**src/rtl/fsm_seq_pkg.sv**
```systemverilog
// Shared state codes, LED patterns and small decode helpers for the four-phase sequencer.
package fsm_seq_pkg;

    localparam int FSM_STATE_W = 3;

    localparam logic [FSM_STATE_W-1:0] ST_IDLE  = 3'd0;
    localparam logic [FSM_STATE_W-1:0] ST_COUNT = 3'd1;
    localparam logic [FSM_STATE_W-1:0] ST_WAIT  = 3'd2;
    localparam logic [FSM_STATE_W-1:0] ST_DONE  = 3'd3;
    localparam logic [FSM_STATE_W-1:0] ST_FAULT = 3'd4;

    localparam logic [7:0] LED_IDLE  = 8'h00;
    localparam logic [7:0] LED_COUNT = 8'h0A;
    localparam logic [7:0] LED_WAIT  = 8'h05;
    localparam logic [7:0] LED_DONE  = 8'h0F;
    localparam logic [7:0] LED_FAULT = 8'h11;

    // Unused codes map to the idle pattern so the LED bank never shows garbage.
    function automatic logic [7:0] led_pattern(input logic [FSM_STATE_W-1:0] st);
        logic [7:0] pat;
        case (st)
            ST_IDLE:  pat = LED_IDLE;
            ST_COUNT: pat = LED_COUNT;
            ST_WAIT:  pat = LED_WAIT;
            ST_DONE:  pat = LED_DONE;
            ST_FAULT: pat = LED_FAULT;
            default:  pat = LED_IDLE;
        endcase
        return pat;
    endfunction

    function automatic logic is_busy(input logic [FSM_STATE_W-1:0] st);
        logic b;
        case (st)
            ST_COUNT: b = 1'b1;
            ST_WAIT:  b = 1'b1;
            ST_DONE:  b = 1'b1;
            default:  b = 1'b0;
        endcase
        return b;
    endfunction

endpackage

```
**src/rtl/tick_prescaler.sv**
```systemverilog
// Divides clk down to a one-cycle tick every TICK_DIV running cycles; clear has priority over run.
module tick_prescaler #(
    parameter int unsigned TICK_DIV = 10_000_000
) (
    input  logic clk,
    input  logic reset,
    input  logic run,
    input  logic clear,
    output logic tick
);

    localparam int DIV_W = (TICK_DIV < 32'd2) ? 1 : $clog2(TICK_DIV + 32'd1);
    localparam logic [DIV_W-1:0] DIV_LAST = DIV_W'(TICK_DIV - 32'd1);

    logic [DIV_W-1:0] div_r;

    if (TICK_DIV < 32'd1) begin : g_bad_div
        $error("tick_prescaler: TICK_DIV must be at least 1");
    end

    assign tick = run & (div_r == DIV_LAST);

    // Divider counter: holds when neither run nor clear is asserted.
    always_ff @(posedge clk) begin
        if (reset) begin
            div_r <= '0;
        end else if (clear) begin
            div_r <= '0;
        end else if (run) begin
            if (div_r == DIV_LAST) begin
                div_r <= '0;
            end else begin
                div_r <= div_r + DIV_W'(1);
            end
        end else begin
            div_r <= div_r;
        end
    end

endmodule

```
**src/rtl/fsm_sequencer.sv**
```systemverilog
// Four-phase sequencer IDLE -> COUNT -> WAIT -> DONE with WAIT timeout to FAULT and global abort.
module fsm_sequencer
    import fsm_seq_pkg::*;
#(
    parameter int unsigned TICK_DIV     = 10_000_000,
    parameter int unsigned CNT_W        = 8,
    parameter int unsigned COUNT_TARGET = 3,
    parameter int unsigned WAIT_TIMEOUT = 16
) (
    input  logic                   clk,
    input  logic                   reset,
    input  logic                   enable,
    input  logic                   start,
    input  logic                   ack,
    input  logic                   abort,
    output logic [7:0]             led_out,
    output logic [FSM_STATE_W-1:0] state_out,
    output logic [CNT_W-1:0]       count_out,
    output logic                   busy,
    output logic                   done_pulse
);

    localparam int unsigned CNT_MAX = (32'd1 << CNT_W) - 32'd1;
    localparam logic [CNT_W-1:0] CNT_LAST = CNT_W'(COUNT_TARGET - 32'd1);
    localparam logic [CNT_W-1:0] WT_LAST  = CNT_W'(WAIT_TIMEOUT - 32'd1);

    if (COUNT_TARGET < 32'd1 || COUNT_TARGET > CNT_MAX) begin : g_bad_target
        $error("fsm_sequencer: COUNT_TARGET out of range 1..2**CNT_W-1");
    end
    if (WAIT_TIMEOUT < 32'd1 || WAIT_TIMEOUT > CNT_MAX) begin : g_bad_timeout
        $error("fsm_sequencer: WAIT_TIMEOUT out of range 1..2**CNT_W-1");
    end

    logic                   start_q_r;
    logic                   ack_q_r;
    logic                   start_rise_s;
    logic                   ack_rise_s;
    logic [FSM_STATE_W-1:0] state_r;
    logic [FSM_STATE_W-1:0] state_nx_s;
    logic [CNT_W-1:0]       cnt_r;
    logic [CNT_W-1:0]       cnt_nx_s;
    logic [CNT_W-1:0]       wt_r;
    logic [CNT_W-1:0]       wt_nx_s;
    logic [7:0]             led_r;
    logic                   busy_r;
    logic                   done_r;
    logic                   in_phase_s;
    logic                   run_s;
    logic                   clear_s;
    logic                   tick_s;

    assign start_rise_s = start & ~start_q_r;
    assign ack_rise_s   = ack & ~ack_q_r;

    // Abort also wipes the prescaler so a restarted run gets a full first tick period.
    assign in_phase_s = (state_r == ST_COUNT) || (state_r == ST_WAIT);
    assign run_s      = enable & in_phase_s & ~abort;
    assign clear_s    = enable & ~run_s;

    tick_prescaler #(
        .TICK_DIV (TICK_DIV)
    ) u_prescaler (
        .clk   (clk),
        .reset (reset),
        .run   (run_s),
        .clear (clear_s),
        .tick  (tick_s)
    );

    // Input history for edge detection; keeps sampling while enable is low so edges then are lost.
    always_ff @(posedge clk) begin
        if (reset) begin
            start_q_r <= 1'b0;
            ack_q_r   <= 1'b0;
        end else begin
            start_q_r <= start;
            ack_q_r   <= ack;
        end
    end

    // Next-state and phase-counter logic; abort outranks every other transition.
    always_comb begin
        state_nx_s = state_r;
        cnt_nx_s   = cnt_r;
        wt_nx_s    = wt_r;
        if (abort) begin
            state_nx_s = ST_IDLE;
            cnt_nx_s   = '0;
            wt_nx_s    = '0;
        end else begin
            case (state_r)
                ST_IDLE: begin
                    if (start_rise_s) begin
                        state_nx_s = ST_COUNT;
                    end else begin
                        state_nx_s = ST_IDLE;
                    end
                end
                ST_COUNT: begin
                    if (tick_s) begin
                        if (cnt_r == CNT_LAST) begin
                            state_nx_s = ST_WAIT;
                            cnt_nx_s   = '0;
                        end else begin
                            cnt_nx_s   = cnt_r + CNT_W'(1);
                        end
                    end else begin
                        state_nx_s = ST_COUNT;
                    end
                end
                ST_WAIT: begin
                    // A handshake landing on the final timeout tick still completes the run.
                    if (ack_rise_s) begin
                        state_nx_s = ST_DONE;
                        wt_nx_s    = '0;
                    end else if (tick_s) begin
                        if (wt_r == WT_LAST) begin
                            state_nx_s = ST_FAULT;
                            wt_nx_s    = '0;
                        end else begin
                            wt_nx_s    = wt_r + CNT_W'(1);
                        end
                    end else begin
                        state_nx_s = ST_WAIT;
                    end
                end
                ST_DONE: begin
                    if (ack_rise_s) begin
                        state_nx_s = ST_IDLE;
                    end else begin
                        state_nx_s = ST_DONE;
                    end
                end
                ST_FAULT: begin
                    state_nx_s = ST_FAULT;
                end
                default: begin
                    state_nx_s = ST_IDLE;
                    cnt_nx_s   = '0;
                    wt_nx_s    = '0;
                end
            endcase
        end
    end

    // State, counters and outputs; outputs derive from the next state so they stay coherent with state_out.
    always_ff @(posedge clk) begin
        if (reset) begin
            state_r <= ST_IDLE;
            cnt_r   <= '0;
            wt_r    <= '0;
            led_r   <= LED_IDLE;
            busy_r  <= 1'b0;
            done_r  <= 1'b0;
        end else if (enable) begin
            state_r <= state_nx_s;
            cnt_r   <= cnt_nx_s;
            wt_r    <= wt_nx_s;
            led_r   <= led_pattern(state_nx_s);
            busy_r  <= is_busy(state_nx_s);
            done_r  <= (state_nx_s == ST_DONE) && (state_r != ST_DONE);
        end else begin
            done_r  <= 1'b0;
        end
    end

    assign state_out  = state_r;
    assign count_out  = cnt_r;
    assign led_out    = led_r;
    assign busy       = busy_r;
    assign done_pulse = done_r;

endmodule

```
**config.mk**
```make
export PLATFORM = sky130hd
export DESIGN_NAME = fsm_sequencer
export DESIGN_NICKNAME = d
export VERILOG_FILES = /design/src/rtl/fsm_seq_pkg.sv /design/src/rtl/tick_prescaler.sv /design/src/rtl/fsm_sequencer.sv
export SDC_FILE = /design/constraint.sdc
export NUM_CORES = 1
export LEC_CHECK = 0
export CAP_MARGIN = 0
export CORE_ASPECT_RATIO = 1.25
export CORE_UTILIZATION = 47
export DETAILED_ROUTE_END_ITERATION = 6
export PLACE_DENSITY = 0.7
export SYNTH_ARGS = -nofsm -noshare
export SYNTH_HDL_FRONTEND = slang
export SYNTH_SLANG_ARGS = --single-unit
export TNS_END_PERCENT = 100
```
**constraint.sdc**
```tcl
create_clock -name clk -period 2.3 [get_ports clk]
set_input_delay 0.46 -clock clk [delete_from_list [all_inputs] [get_ports clk]]
set_output_delay 0.46 -clock clk [all_outputs]
set_load 0.005 [all_outputs]
```
==> impl_metrics.env <==
export IMPL_run_status="finished, final reports clean"
export IMPL_drt_drc_violations_left=0
export IMPL_max_cap_viol_count=0
export IMPL_wl_per_cell_um=13.1
export IMPL_fin_nets=369
export IMPL_pin_count=27
export IMPL_finalCritPeriodShare_pct=99.1
export IMPL_grt_pass1_vias=2243
export IMPL_die_width_um=69.0
export IMPL_p_per_area_nw_per_um2=476
export IMPL_nFillCells=494
export IMPL_n_antenna_cell=0
export IMPL_synth_common_cells="dfxtp_1 (51), nor2_1 (51), nand2_1 (26)"
export IMPL_yosysWarnings=0
export IMPL_vias=2307
export IMPL_dp_cells=413
export IMPL_ys_ff_latch=51
export IMPL_yosys_area_top_type_share_pct=38.7
export IMPL_design_core_area_sq_um=5410
export IMPL_rsz0062_at_grt="yes"
export IMPL_power_leakage_uw=0.00118
export IMPL_cts_max_path_buffers=2
export IMPL_timing_final_crit_period_ns=2.28
export IMPL_synth_area_leaders="dfxtp_1 (39%), nor2_1 (7.3%), xor2_1 (6.0%)"
export IMPL_h_tree_depth=2
export IMPL_netlist_instances=312
export IMPL_syn_area_sq_um=2640
export IMPL_rows=30
export IMPL_drt_total_wl_mm=5.56
export IMPL_place_hpwl_mm=4.10
export IMPL_ir_worst_vdd_mv=0.314
export IMPL_critPathLaunchType="flip-flop"
export IMPL_die_y_um=85.7
export IMPL_clkTransAtPathRegs_ns=0.09
export IMPL_cts_root_buffer="clkbuf_8"
export IMPL_multiInputGateArea_sq_um=1560
export IMPL_synthArstFlopShare_pct=0
export IMPL_yosysUniqueCellTypes=53
export IMPL_cts_sinks=51
export IMPL_finalSetupViolCount=0
export IMPL_critical_path_class="flip-flop to flip-flop"
export IMPL_dr_pass1_iters=4
export IMPL_maxSlewViolCount=0
export IMPL_design_die_area_sq_um=5910
export IMPL_numCtsBuffers=5
export IMPL_area_delta_synth_final_pct=24.2
export IMPL_final_cell_count_no_fill=424
export IMPL_initial_utilization_pct=48.8
export IMPL_grt_overflow=0
export IMPL_layout_drive_gt1_share_pct=17.5
export IMPL_gr_usage_all_layers_pct=20.7
export IMPL_ys_flop_type="dfxtp_1"
export IMPL_port_buffers=23
export IMPL_final_util_pct=60.6
export IMPL_clk_latency_ns=0.30
export IMPL_arrival_ns=2.51
export IMPL_synth_avg_cell_area_sq_um=8.45
export IMPL_grt_max_degree=25
export IMPL_regArea_sq_um=1020
export IMPL_yosysSeqAreaShare_pct=38.7
export IMPL_clock_fmax_ghz=0.439
export IMPL_viasPerCell=5.44
export IMPL_cts_tree="done"
export IMPL_worst_setup_path_end_kind="flip-flop"
export IMPL_synth_edf_count=0
export IMPL_grt_pass1_wl_mm=9.58
export IMPL_hold_viol_final=0
export IMPL_skew_ns=0.00885
export IMPL_drtIter0Drc=160
export IMPL_ant_nets=0
export IMPL_cp_required_ns=2.53
export IMPL_synth_top_area_cell="dfxtp_1"
export IMPL_hold_path_class="flip-flop to flip-flop"
export IMPL_gp_congestion=0.832
export IMPL_timing_hold_ws_ns=0.470
export IMPL_cp_max_fo=5
export IMPL_antenna_found_initial=0
[kinds of logic (layout without fill, tap and decap cells)]
kind of cell	Yosys count	after routing	synth area share [%]
simple gates	150	150	30.2
flops	51	51	38.7
compound gates	45	45	11.9
xor+xnor	35	35	11.6
buf+inv	23	69	4.37
fa+ha+maj	4	4	1.90
mux	3	3	1.14
other cells	1	3	0.142
[cell usage in the layout (no fill, tap or decap), types with 2 or more instances in the layout]
| cell | Yosys | final |
|---|---|---|
| dfxtp_1 | 51 | 49 |
| nor3_1 | 4 | 4 |
| a31oi_1 | 2 | 2 |
| inv_1 | 7 | 7 |
| and4_1 | 4 | 4 |
| ha_1 | 4 | 4 |
| mux2i_1 | 3 | 3 |
| nand2_1 | 26 | 26 |
| a2111oi_4 | 1 | 2 |
| buf_4 | 5 | 29 |
| o21ai_0 | 9 | 8 |
| nor4_1 | 5 | 3 |
| o21ai_1 | 1 | 2 |
| nor3b_1 | 2 | 2 |
| clkdlybuf4s50_1 | 0 | 21 |
| nand4_1 | 6 | 6 |
| buf_12 | 0 | 2 |
| and3_1 | 5 | 5 |
| nor4_2 | 1 | 3 |
| a21o_1 | 5 | 5 |
| a21oi_1 | 15 | 14 |
| dfxtp_2 | 0 | 2 |
| xor2_1 | 18 | 18 |
| o2111ai_1 | 2 | 2 |
| or4_1 | 2 | 2 |
| clkbuf_8 | 0 | 7 |
| nand2b_1 | 6 | 6 |
| and2_1 | 2 | 2 |
| or2_2 | 5 | 5 |
| nor2b_1 | 4 | 4 |
| nor2_1 | 51 | 50 |
| xnor2_1 | 17 | 17 |
| or3_1 | 3 | 3 |
| conb_1 | 1 | 3 |
| nand3_1 | 13 | 13 |
[layer usage]
layer  up-vias  wire [um]  global-route usage (%)
li1       1170          -                       -
met2        37       2990                    37.9
met3         4        149                    4.12
met5         -          0                       0
met1      1096       2380                    23.7
met4         0         39                    4.64
[power breakdown]
part	total (uW)	leakage (uW)	switching (uW)	internal, uW
registers	896	0.000413	5.67	890
clock network	554	0.0000515	279	275
logic	108	0.000719	57.3	51.0
total	1560	0.00118	342	1220
[per-stage QoR]
stage | cell area [sq um] | setup WS, ns | TNS, ns | total power (uW)
finish | 3270 | 0.0201 | 0 | 1560
floorplan | 2670 | -0.0659 | -0.176 | 981
global route | 3270 | -0.0748 | -0.270 | 1630
global placement | 3120 | -0.481 | -16.81 | 1020
detailed placement | 3120 | -0.519 | -17.66 | 1020
CTS | 3260 | -0.0469 | -0.0469 | 1580
[sequential cells by signal (all words and copies together) (netlist names)]
signal	flops
ack_q_r	1
busy	1
count_out	8
done_pulse	1
led_out	4
start_q_r	1
state_out	3
u_prescaler.div_r	24
wt_r	8
[path summary, 6_finish.rpt]
kind / from / endpoint / slack [ns] / cells after the start
setup / recovery: u_prescaler.div_r[8] / count_out[5] / 0.02 / 7
hold reg to reg: busy / busy / 0.47 / 2
hold / removal: busy / busy / 0.47 / 2
setup reg to reg: u_prescaler.div_r[8] / count_out[5] / 0.02 / 7
[layout make-up]
cell class | count | area share (%)
tap | 64 | 2.45
sequential | 51 | 31.3
timing repair buffer | 54 | 14.8
multi-input combinational | 240 | 47.6
inverter | 7 | 0.803
clock buffer | 8 | 3.06
[critical path: stages (launching register included)]
cell	delay (ns)
dfxtp_2	0.32
or4bb_1	0.50
or4_4	0.45
nor4b_4	0.24
buf_4	0.18
nor2_2	0.04
or3_1	0.35
a21oi_1	0.14
[repair_timing]
item                       CTS  global route
setup endpoints to repair   29            15
pin swaps                    8             1
hold buffers                 0             0
resized for setup           12             2
setup buffers                3             0
Note: power is estimated with default switching activity, not from simulation.
